### config.mk
export PLATFORM = sky130hd
export DESIGN_NAME = score_event_scheduler
export DESIGN_NICKNAME = d
export VERILOG_FILES = /design/src/rtl/score_sched_pkg.sv /design/src/rtl/score_event_scheduler_rr_arbiter.sv /design/src/rtl/score_event_scheduler.sv
export SDC_FILE = /design/constraint.sdc
export NUM_CORES = 1
export LEC_CHECK = 0
export BUFFER_PORTS_ARGS = -buffer_cell sky130_fd_sc_hd__buf_2
export CORE_UTILIZATION = 50
export DETAILED_ROUTE_END_ITERATION = 16
export PLACE_DENSITY = 0.72
export SYNTH_ARGS = -nofsm -noshare
export SYNTH_HDL_FRONTEND = slang
export SYNTH_HIERARCHICAL = 1
export SYNTH_SLANG_ARGS = --single-unit
### constraint.sdc
create_clock -name clk -period 4.3 [get_ports clk]
set_input_delay 0.215 -clock clk [delete_from_list [all_inputs] [get_ports clk]]
set_output_delay 0.215 -clock clk [all_outputs]
set_load 0.005 [all_outputs]
### src/rtl/score_sched_pkg.sv
// Shared types and default constants for the score event scheduler.
package score_sched_pkg;

  typedef enum logic [1:0] {
    IDLE     = 2'd0,
    ISSUE    = 2'd1,
    COOLDOWN = 2'd2
  } state_e;

  localparam int NUM_SRC_DEF = 4;
  localparam int PEND_W_DEF  = 3;
  localparam int MIN_GAP_DEF = 1;
  localparam int DROP_MAX    = 255;

endpackage

### src/rtl/score_event_scheduler_rr_arbiter.sv
// Combinational round-robin pick: first requester at or after ptr_i, wrapping.
module rr_arbiter #(
  parameter int N     = 4,
  parameter int IDX_W = 2
) (
  input  logic [N-1:0]     req_i,
  input  logic [IDX_W-1:0] ptr_i,
  output logic [N-1:0]     gnt_o,
  output logic [IDX_W-1:0] idx_o
);

  logic             found;
  logic [IDX_W-1:0] j;

  always_comb begin
    gnt_o = '0;
    idx_o = '0;
    found = 1'b0;
    j     = '0;
    for (int k = 0; k < N; k++) begin
      j = IDX_W'((int'(ptr_i) + k) % N);
      if (!found && req_i[j]) begin
        found    = 1'b1;
        gnt_o[j] = 1'b1;
        idx_o    = j;
      end
    end
  end

endmodule

### src/rtl/score_event_scheduler.sv
// Queues hit events per source and issues round-robin score-increment pulses
// while the update window is open and the score is not saturated.
module score_event_scheduler
  import score_sched_pkg::*;
#(
  parameter int NUM_SRC = NUM_SRC_DEF,
  parameter int PEND_W  = PEND_W_DEF,
  parameter int MIN_GAP = MIN_GAP_DEF
) (
  input  logic               clk,
  input  logic               resetn,
  input  logic [NUM_SRC-1:0] hit_req_i,
  input  logic               update_window_i,
  input  logic               score_full_i,
  input  logic               clear_pending_i,
  output logic               update_score_o,
  output logic [NUM_SRC-1:0] grant_o,
  output logic               pending_any_o,
  output logic               overflow_o,
  output logic [7:0]         dropped_count_o
);

  localparam int IDX_W = (NUM_SRC > 1) ? $clog2(NUM_SRC) : 1;
  localparam int GAP_W = (MIN_GAP > 1) ? $clog2(MIN_GAP) : 1;
  localparam logic [PEND_W-1:0] PEND_MAX = '1;

  logic [PEND_W-1:0]  pend_q [NUM_SRC];
  logic [PEND_W-1:0]  pend_d [NUM_SRC];
  state_e             state_q;
  logic [NUM_SRC-1:0] grant_q;
  logic [IDX_W-1:0]   gidx_q, rr_q;
  logic [GAP_W-1:0]   gap_q;
  logic               pany_q, ovf_q;
  logic [7:0]         drop_q, drop_d;

  logic [NUM_SRC-1:0] req, dec, sat_hit, arb_gnt;
  logic [IDX_W-1:0]   arb_idx;
  logic               commit, any_nz_d;
  int                 drop_sum;

  // Reset gates the pulse so a reset landing in ISSUE never increments the score.
  assign commit = (state_q == ISSUE) & resetn & update_window_i
                & ~score_full_i & ~clear_pending_i;
  assign dec    = grant_q & {NUM_SRC{commit}};

  rr_arbiter #(.N(NUM_SRC), .IDX_W(IDX_W)) u_arb (
    .req_i (req),
    .ptr_i (rr_q),
    .gnt_o (arb_gnt),
    .idx_o (arb_idx)
  );

  always_comb begin
    sat_hit  = '0;
    req      = '0;
    any_nz_d = 1'b0;
    for (int i = 0; i < NUM_SRC; i++) begin
      pend_d[i] = pend_q[i];
      req[i]    = (pend_q[i] != '0);
      if (clear_pending_i) begin
        pend_d[i] = '0;
      end else if (hit_req_i[i] && !dec[i]) begin
        if (pend_q[i] == PEND_MAX) sat_hit[i] = 1'b1;
        else                       pend_d[i] = pend_q[i] + 1'b1;
      end else if (!hit_req_i[i] && dec[i]) begin
        pend_d[i] = pend_q[i] - 1'b1;
      end
      any_nz_d = any_nz_d | (pend_d[i] != '0);
    end
    drop_sum = int'(drop_q) + $countones(sat_hit);
    drop_d   = (drop_sum > DROP_MAX) ? 8'(DROP_MAX) : 8'(drop_sum);
  end

  always_ff @(posedge clk) begin
    if (!resetn) begin
      for (int i = 0; i < NUM_SRC; i++) pend_q[i] <= '0;
      state_q <= IDLE;
      grant_q <= '0;
      gidx_q  <= '0;
      rr_q    <= '0;
      gap_q   <= '0;
      pany_q  <= 1'b0;
      ovf_q   <= 1'b0;
      drop_q  <= '0;
    end else begin
      pend_q <= pend_d;
      pany_q <= any_nz_d;
      drop_q <= drop_d;
      if (|sat_hit) ovf_q <= 1'b1;
      case (state_q)
        IDLE: begin
          if (update_window_i && pany_q && !score_full_i && !clear_pending_i) begin
            state_q <= ISSUE;
            grant_q <= arb_gnt;
            gidx_q  <= arb_idx;
          end
        end
        ISSUE: begin
          grant_q <= '0;
          if (commit) begin
            rr_q <= (gidx_q == IDX_W'(NUM_SRC - 1)) ? '0 : gidx_q + 1'b1;
            if (MIN_GAP > 0) begin
              state_q <= COOLDOWN;
              gap_q   <= GAP_W'(MIN_GAP - 1);
            end else begin
              state_q <= IDLE;
            end
          end else begin
            state_q <= IDLE;
          end
        end
        COOLDOWN: begin
          if (clear_pending_i || gap_q == '0) state_q <= IDLE;
          else                                gap_q   <= gap_q - 1'b1;
        end
        default: state_q <= IDLE;
      endcase
    end
  end

  assign update_score_o  = commit;
  assign grant_o         = grant_q;
  assign pending_any_o   = pany_q;
  assign overflow_o      = ovf_q;
  assign dropped_count_o = drop_q;

endmodule

---- Word level (Yosys, flattened, before mapping) ----
Index checks and enable logic that the tools add are counted.
W data, S select, Z words.
cells by class
  $add $sub $neg .......................... 17
  multiply operators ...................... 0
  divide/modulo/power cells ............... 0
  order comparisons ....................... 9
  equal/unequal tests ..................... 11
  shift operators ......................... 0
  muxes and demuxes ....................... 66
  bitwise logic cells ..................... 14
  reduce and logical (&&, ||, !) cells .... 49
operator list
  cell                   number
  $mux W3                16
  $mux W1                25
  $reduce_bool A3 Y1     8
  $mux W4                5
  $logic_and A1 B1 Y1    18
  $mux W2                8
  $logic_not A1 Y1       13
  $add A3 B1 Y3 const B  4
  $eq A3 B3 Y1 const B   4
  $lt A2 B3 Y1 const B   4
  $or A4 B4 Y4           3
  $sub A3 B1 Y3 const B  4
  $add A8 B3 Y9          1
  $gt A9 B8 Y1 const B   1
  $bmux W1 S2            4
  $demux W1 S2           4
  $ge A2 B1 Y1 const B   4
  $mux W8                1
  $ne A2 B2 Y1 const B   4
  $pmux W4 S2            1
  $reduce_and A2 Y1      4
  $pmux W2 S3            1
  $add A1 B1 Y2          2
  $add A2 B1 Y2 const B  2
  other kinds (15)       25
storage, ports and cells
  bits in registers ....................... 33
  latch bits .............................. 0
  RAM bits ................................ 0
  bits in read-only memories .............. 0
  bits of input ports ..................... 9
  output and inout bits ................... 15
  word-level logic and storage cells ...... 178
  memories ................................ 0

---- Depth between registers and ports, before layout ----
  depth in word-level cells ............... 15
  gate-level depth with buffers ........... 12
  mapped depth without buffers ............ 10

---- Modules after synthesis ----
The synthesis kept the hierarchy.
by module, submodules not included
  module                 instances  cells each  area an instance (sq um)  sequential area each (sq um)
  score_event_scheduler  1          233         2,010.7                   660.6
  rr_arbiter             1          65          489.2                     0.0

---- Worst setup path before layout ----
No wires, ideal clock.
  kind .................................... register to register
  start point ............................. register state_q[1]
  end point ............................... register drop_q[1] (netlist: dropped_count_o[1])
  library setup time ...................... 0.073 ns
  arrival time ............................ 3.006 ns
  data required time ...................... 4.227 ns
  slack ................................... 1.221 ns
  stages on the path, launching flop included .. 12
  buffers on the path ..................... 2
  clock period less this slack ............ 3.079 ns
  cells stage by stage .................... dfxtp_1 buf_6 and2b_1 buf_6 and3_1 or4_1 fa_1 fa_1 inv_1 fa_1 nand4_1 a21oi_1
between the ends
  word-level cells in the longest chain between the ends .. 15
  elaborated cells between the ends (all ways) .. 28
  those cells by class .................... add/sub: 4; order compare: 1; eq/ne: 1; mux: 9; bitwise: 5; reduce/logical: 8
ends and longest elaborated chain
  item                                   line                          RTL
  start, declared                        score_event_scheduler.sv:29   state_e state_q;
  start signal, assigned                 score_event_scheduler.sv:77   state_q <= IDLE;
  start signal, assigned                 score_event_scheduler.sv:93   state_q <= ISSUE;
  start signal, assigned                 score_event_scheduler.sv:103  state_q <= COOLDOWN;
  $eq A2 B1 Y1 *                         score_event_scheduler.sv:42   assign commit = (state_q == ISSUE) & resetn & update_window_i
  $and A1 B1 Y1 * (2 in series)          score_event_scheduler.sv:42
  $and A1 B1 Y1 * (2 in series)          score_event_scheduler.sv:43   & ~score_full_i & ~clear_pending_i;
  $and A4 B4 Y4 *                        score_event_scheduler.sv:44   assign dec = grant_q & {NUM_SRC{commit}};
  $logic_not A1 Y1                       score_event_scheduler.sv:62   end else if (hit_req_i[i] && !dec[i]) begin
  $logic_and A1 B1 Y1                    score_event_scheduler.sv:62
  $mux W1                                score_event_scheduler.sv:62
  $mux W1                                score_event_scheduler.sv:60   if (clear_pending_i) begin
  $add A1 B1 Y2 (implied by the code)    score_event_scheduler.sv:70   drop_sum = int'(drop_q) + $countones(sat_hit);
  $add A2 B2 Y3 (implied by the code) *  score_event_scheduler.sv:70
  $add A8 B3 Y9 *                        score_event_scheduler.sv:70
  $gt A9 B8 Y1                           score_event_scheduler.sv:71   drop_d = (drop_sum > DROP_MAX) ? 8'(DROP_MAX) : 8'(drop_sum);
  $mux W8 *                              score_event_scheduler.sv:71
  end signal, assigned                   score_event_scheduler.sv:88   drop_q <= drop_d;
  end, declared                          score_event_scheduler.sv:34   logic [7:0] drop_q, drop_d;
Every way passes the cells marked *; elsewhere a longest branch is shown, timed or not.
A chain may end at the register's enable or synchronous reset.

---- Worst setup path in the final report ----
  start point ............................. register state_q[1]
  end point ............................... register drop_q[3] (netlist: dropped_count_o[3])
Same word-level chain as after synthesis.

==> summary.md <==
| Metric | Value |
|---|---|
| Worst setup startpoint | state_q[1] |
| RSZ-0062 raised after global routing | no |
| Post-synth top cells | dfxtp_1 (33), nand2_1 (29), nor2_1 (24), inv_1 (20) |
| Max-Slew Margin vs Limit | 52.9% |
| Final Cycle Share | 82.7% |
| Most frequent cell after synthesis | dfxtp_1 |
| Fillers | 460 |
| Top cells by area, synth | dfxtp_1 (26%), ha_1 (9.5%), nand2_1 (4.4%) |
| Family with the most delay on the worst path | simple AND/OR/NAND/NOR gates |
| Setup-failing EPs final | 0 |
| WL/cell | 13.9 um |
| Number of synthesized flops with an enable pin | 0 |
| Synth Net Count | 329 |
| Cell chain of the critical path | and2b_1 > and3_1 > or4_1 > fa_1 > fa_1 > inv_1 > fa_1 > nand4_1 > a21oi_1 |
| Status | completed |
| Io pins | 24 |
| Clock Sinks | 33 |
| Die area | 5290 sq um |
| Logic pwr share | 13.1% |
| Largest family of logic cells by synthesized area | simple AND/OR/NAND/NOR gates |
| Compound-gate portion of the synthesized area | 18.4% |
| Adder-cell share of the synthesized area | 11.9% |
| Most frequent CP cell | fa_1 |
| Critical Path Fanout Max | 10 |
| Synth Area per Inst | 8.39 sq um |
| Core region area | 4750 sq um |
| Critical path buffers and inverters | 1 |
| Peak Freq | 281 MHz |
| DRT iter0 DRCs | 93 |
| CTS Hold Buffers Added | 0 |
| Num rows | 25 |
| Worst flop-to-flop path startpoint | state_q[1] |
| CTS tree | yes |
| Yosys reg bits | 33 |
| Pint | 456 uW |
| Post-synth ARST share | 0% |
| CP endpoint kind | flop |
| Share of layout cells above drive strength 1 | 14.9% |
| Number of H-tree levels | 2 |
| Total clock buffers created by CTS | 5 |
| Root Buffer | clkbuf_8 |
| Synth Instances | 298 |
| Area Growth Syn to Fin | 7.91% |
| Detailed Place HPWL | 3.95 mm |
| Grt ovf | 0 |
| Slowest cell on crit path | or4_1 |
| Least-Margin Pin Slew | 701 ps |
| Clk_skew | 4.50 ps |
| Yosys top cell by area | dfxtp_1 |
| Syn. warnings | 6 |
| Setup TNS | 0 ps |
| Worst Path Required | 4500 ps |
| Min Tclk post-route | 3560 ps |
| GP Congestion | 0.864 |
| Diodes inserted | 0 |
| Crit path largest cell delay | 550 ps |
| Net Sw Frac | 26.5% |
| Post-CTS Setup Bufs | 0 |
| CP arrival | 3760 ps |
| Final Hold Viols | 0 |
| PostCTS Resize Cnt | 0 |
| Hold Crit Class | in2reg |
| Clock slew at reported path FFs | 70 ps |
| Clk network pwr share | 36.3% |
| Die extent in x | 72.7 um |
| DR DRC count | 0 |
| CTS Buffer Depth | 2 |
| Fin cells | 383 |
| Global-route wire length before repair | 8.88 mm |
| Post-synthesis cell area | 2500 sq um |
| Simple-gate area share of the yosys netlist | 26.4% |
| Pin count of the biggest net entering global routing | 20 |
| Pwr Density | 230 nW/um^2 |
| GRT Resource Usage Total | 22.0% |
| Post-synthesis sequential area ratio | 26.4% |
| Yosys cell types | 63 |
| Die Y | 72.7 um |
| Clock latency on the worst-skew pair | 290 ps |
| Routed WL | 5.32 mm |
| P_leak | 0.00110 uW |
| Post-synth top flop | dfxtp_1 |
| Crit Path Class | reg2reg |
| Worst VDD drop | 165 uV |
| Vias in the first global route | 1923 |
| Max-cap violations | 0 |
| Initial antenna violation count | 0 |
| # port buffers | 23 |
| Initial DRT Pass Iterations | 4 |
| Vias per Instance | 5.55 |
| P_sw | 164 uW |
| Reg power frac | 50.5% |
| Post-DRT Antenna Nets | 0 |
| Post-synthesis mux area share | 7.21% |
| Total vias in the final route | 2125 |
| Placed Instances | 375 |
| Overall Power | 620 uW |
| Yosys top cell area share | 26.4% |
| Count of pins over their slew limit | 0 |
| XOR/XNOR Fraction of Synth Area | 3.15% |
| Critical hold path startpoint | resetn |
| Initial core utilization | 52.6% |
| Nets | 346 |
| CP startpoint kind | flop |
[worst min-delay path: stages]
cell and delay, ps:
buf_2 160, nand2_1 80, nor3_1 30
[cells in the final DEF, fill, tap and decap left out, drive strengths merged, types with 6 or more instances in the layout]
cell    synthesis  routed
ha             19      19
xnor2           6       6
nor2           24      24
buf             8      23
nand2          29      29
nor3           11      11
inv            20      20
mux2i           9       9
a21oi          19      19
dfxtp          33      33
o21ai          14      14
nand2b          8       8
and2           10      10
clkbuf          5       6
[path summary, 6_finish.rpt]
kind	endpoint	slack, ps	depth (start not counted)
min	gap_q	250	3
max reg2reg	dropped_count_o[3]	740	9
max	dropped_count_o[3]	740	9
min reg2reg	gap_q	440	2
[registers in the layout, summed over array words and instances, names as in the netlist]
register	flops
dropped_count_o	8
overflow_o	1
pend_q	12
gidx_q	2
gap_q	1
rr_q	2
pending_any_o	1
state_q	2
grant_o	4
[cell families (layout without fill, tap and decap cells)]
kind of cell,count (synthesis),in the layout
buf+inv,34,52
xor+xnor,9,9
compound gates,68,68
mux,14,14
flops,33,33
simple gates,118,118
fa+ha+maj,22,22
[cell type report]
type | instances | area (sq um) | share of cell area [%]
multi-input combinational | 231 | 1680 | 62.2
inverter | 21 | 78.8 | 2.92
timing repair buffer | 23 | 115 | 4.27
clock buffer | 6 | 72.6 | 2.69
clock inverter | 2 | 10.0 | 0.371
sequential | 33 | 661 | 24.5
tap | 67 | 83.8 | 3.11
[per-layer routing]
metal | part of all wire, % | track usage, % | up-vias | routed length [um]
met5 | 0 | 0 | - | 0
met4 | 1.3 | 7.41 | 0 | 70
met3 | 3.7 | 3.87 | 8 | 199
met2 | 45 | 35.3 | 32 | 2400
met1 | 50 | 29.8 | 997 | 2650
li1 | - | - | 1088 | -
[power groups by stage]
stage / clock network [uW] / registers [uW] / logic, uW
after global routing: 242 / 314 / 91.7
after global placement: 0 / 320 / 80.2
after detailed placement: 0 / 320 / 80.9
after CTS: 229 / 313 / 81.2
final: 225 / 313 / 81.5
after floorplan: 0 / 319 / 62.9
[per-stage QoR]
stage	instance area, sq um	util (%)	hold slack [ps]	worst slack [ps]
2_1_floorplan	2500	-	414	1220
3_3_place_gp	2620	55.0	424	896
3_5_place_dp	2620	55.0	424	760
4_1_cts	2700	56.7	244	747
5_1_grt	2700	56.7	255	555
6_report	2700	56.7	246	742
Note: power is estimated with default switching activity, not from simulation.
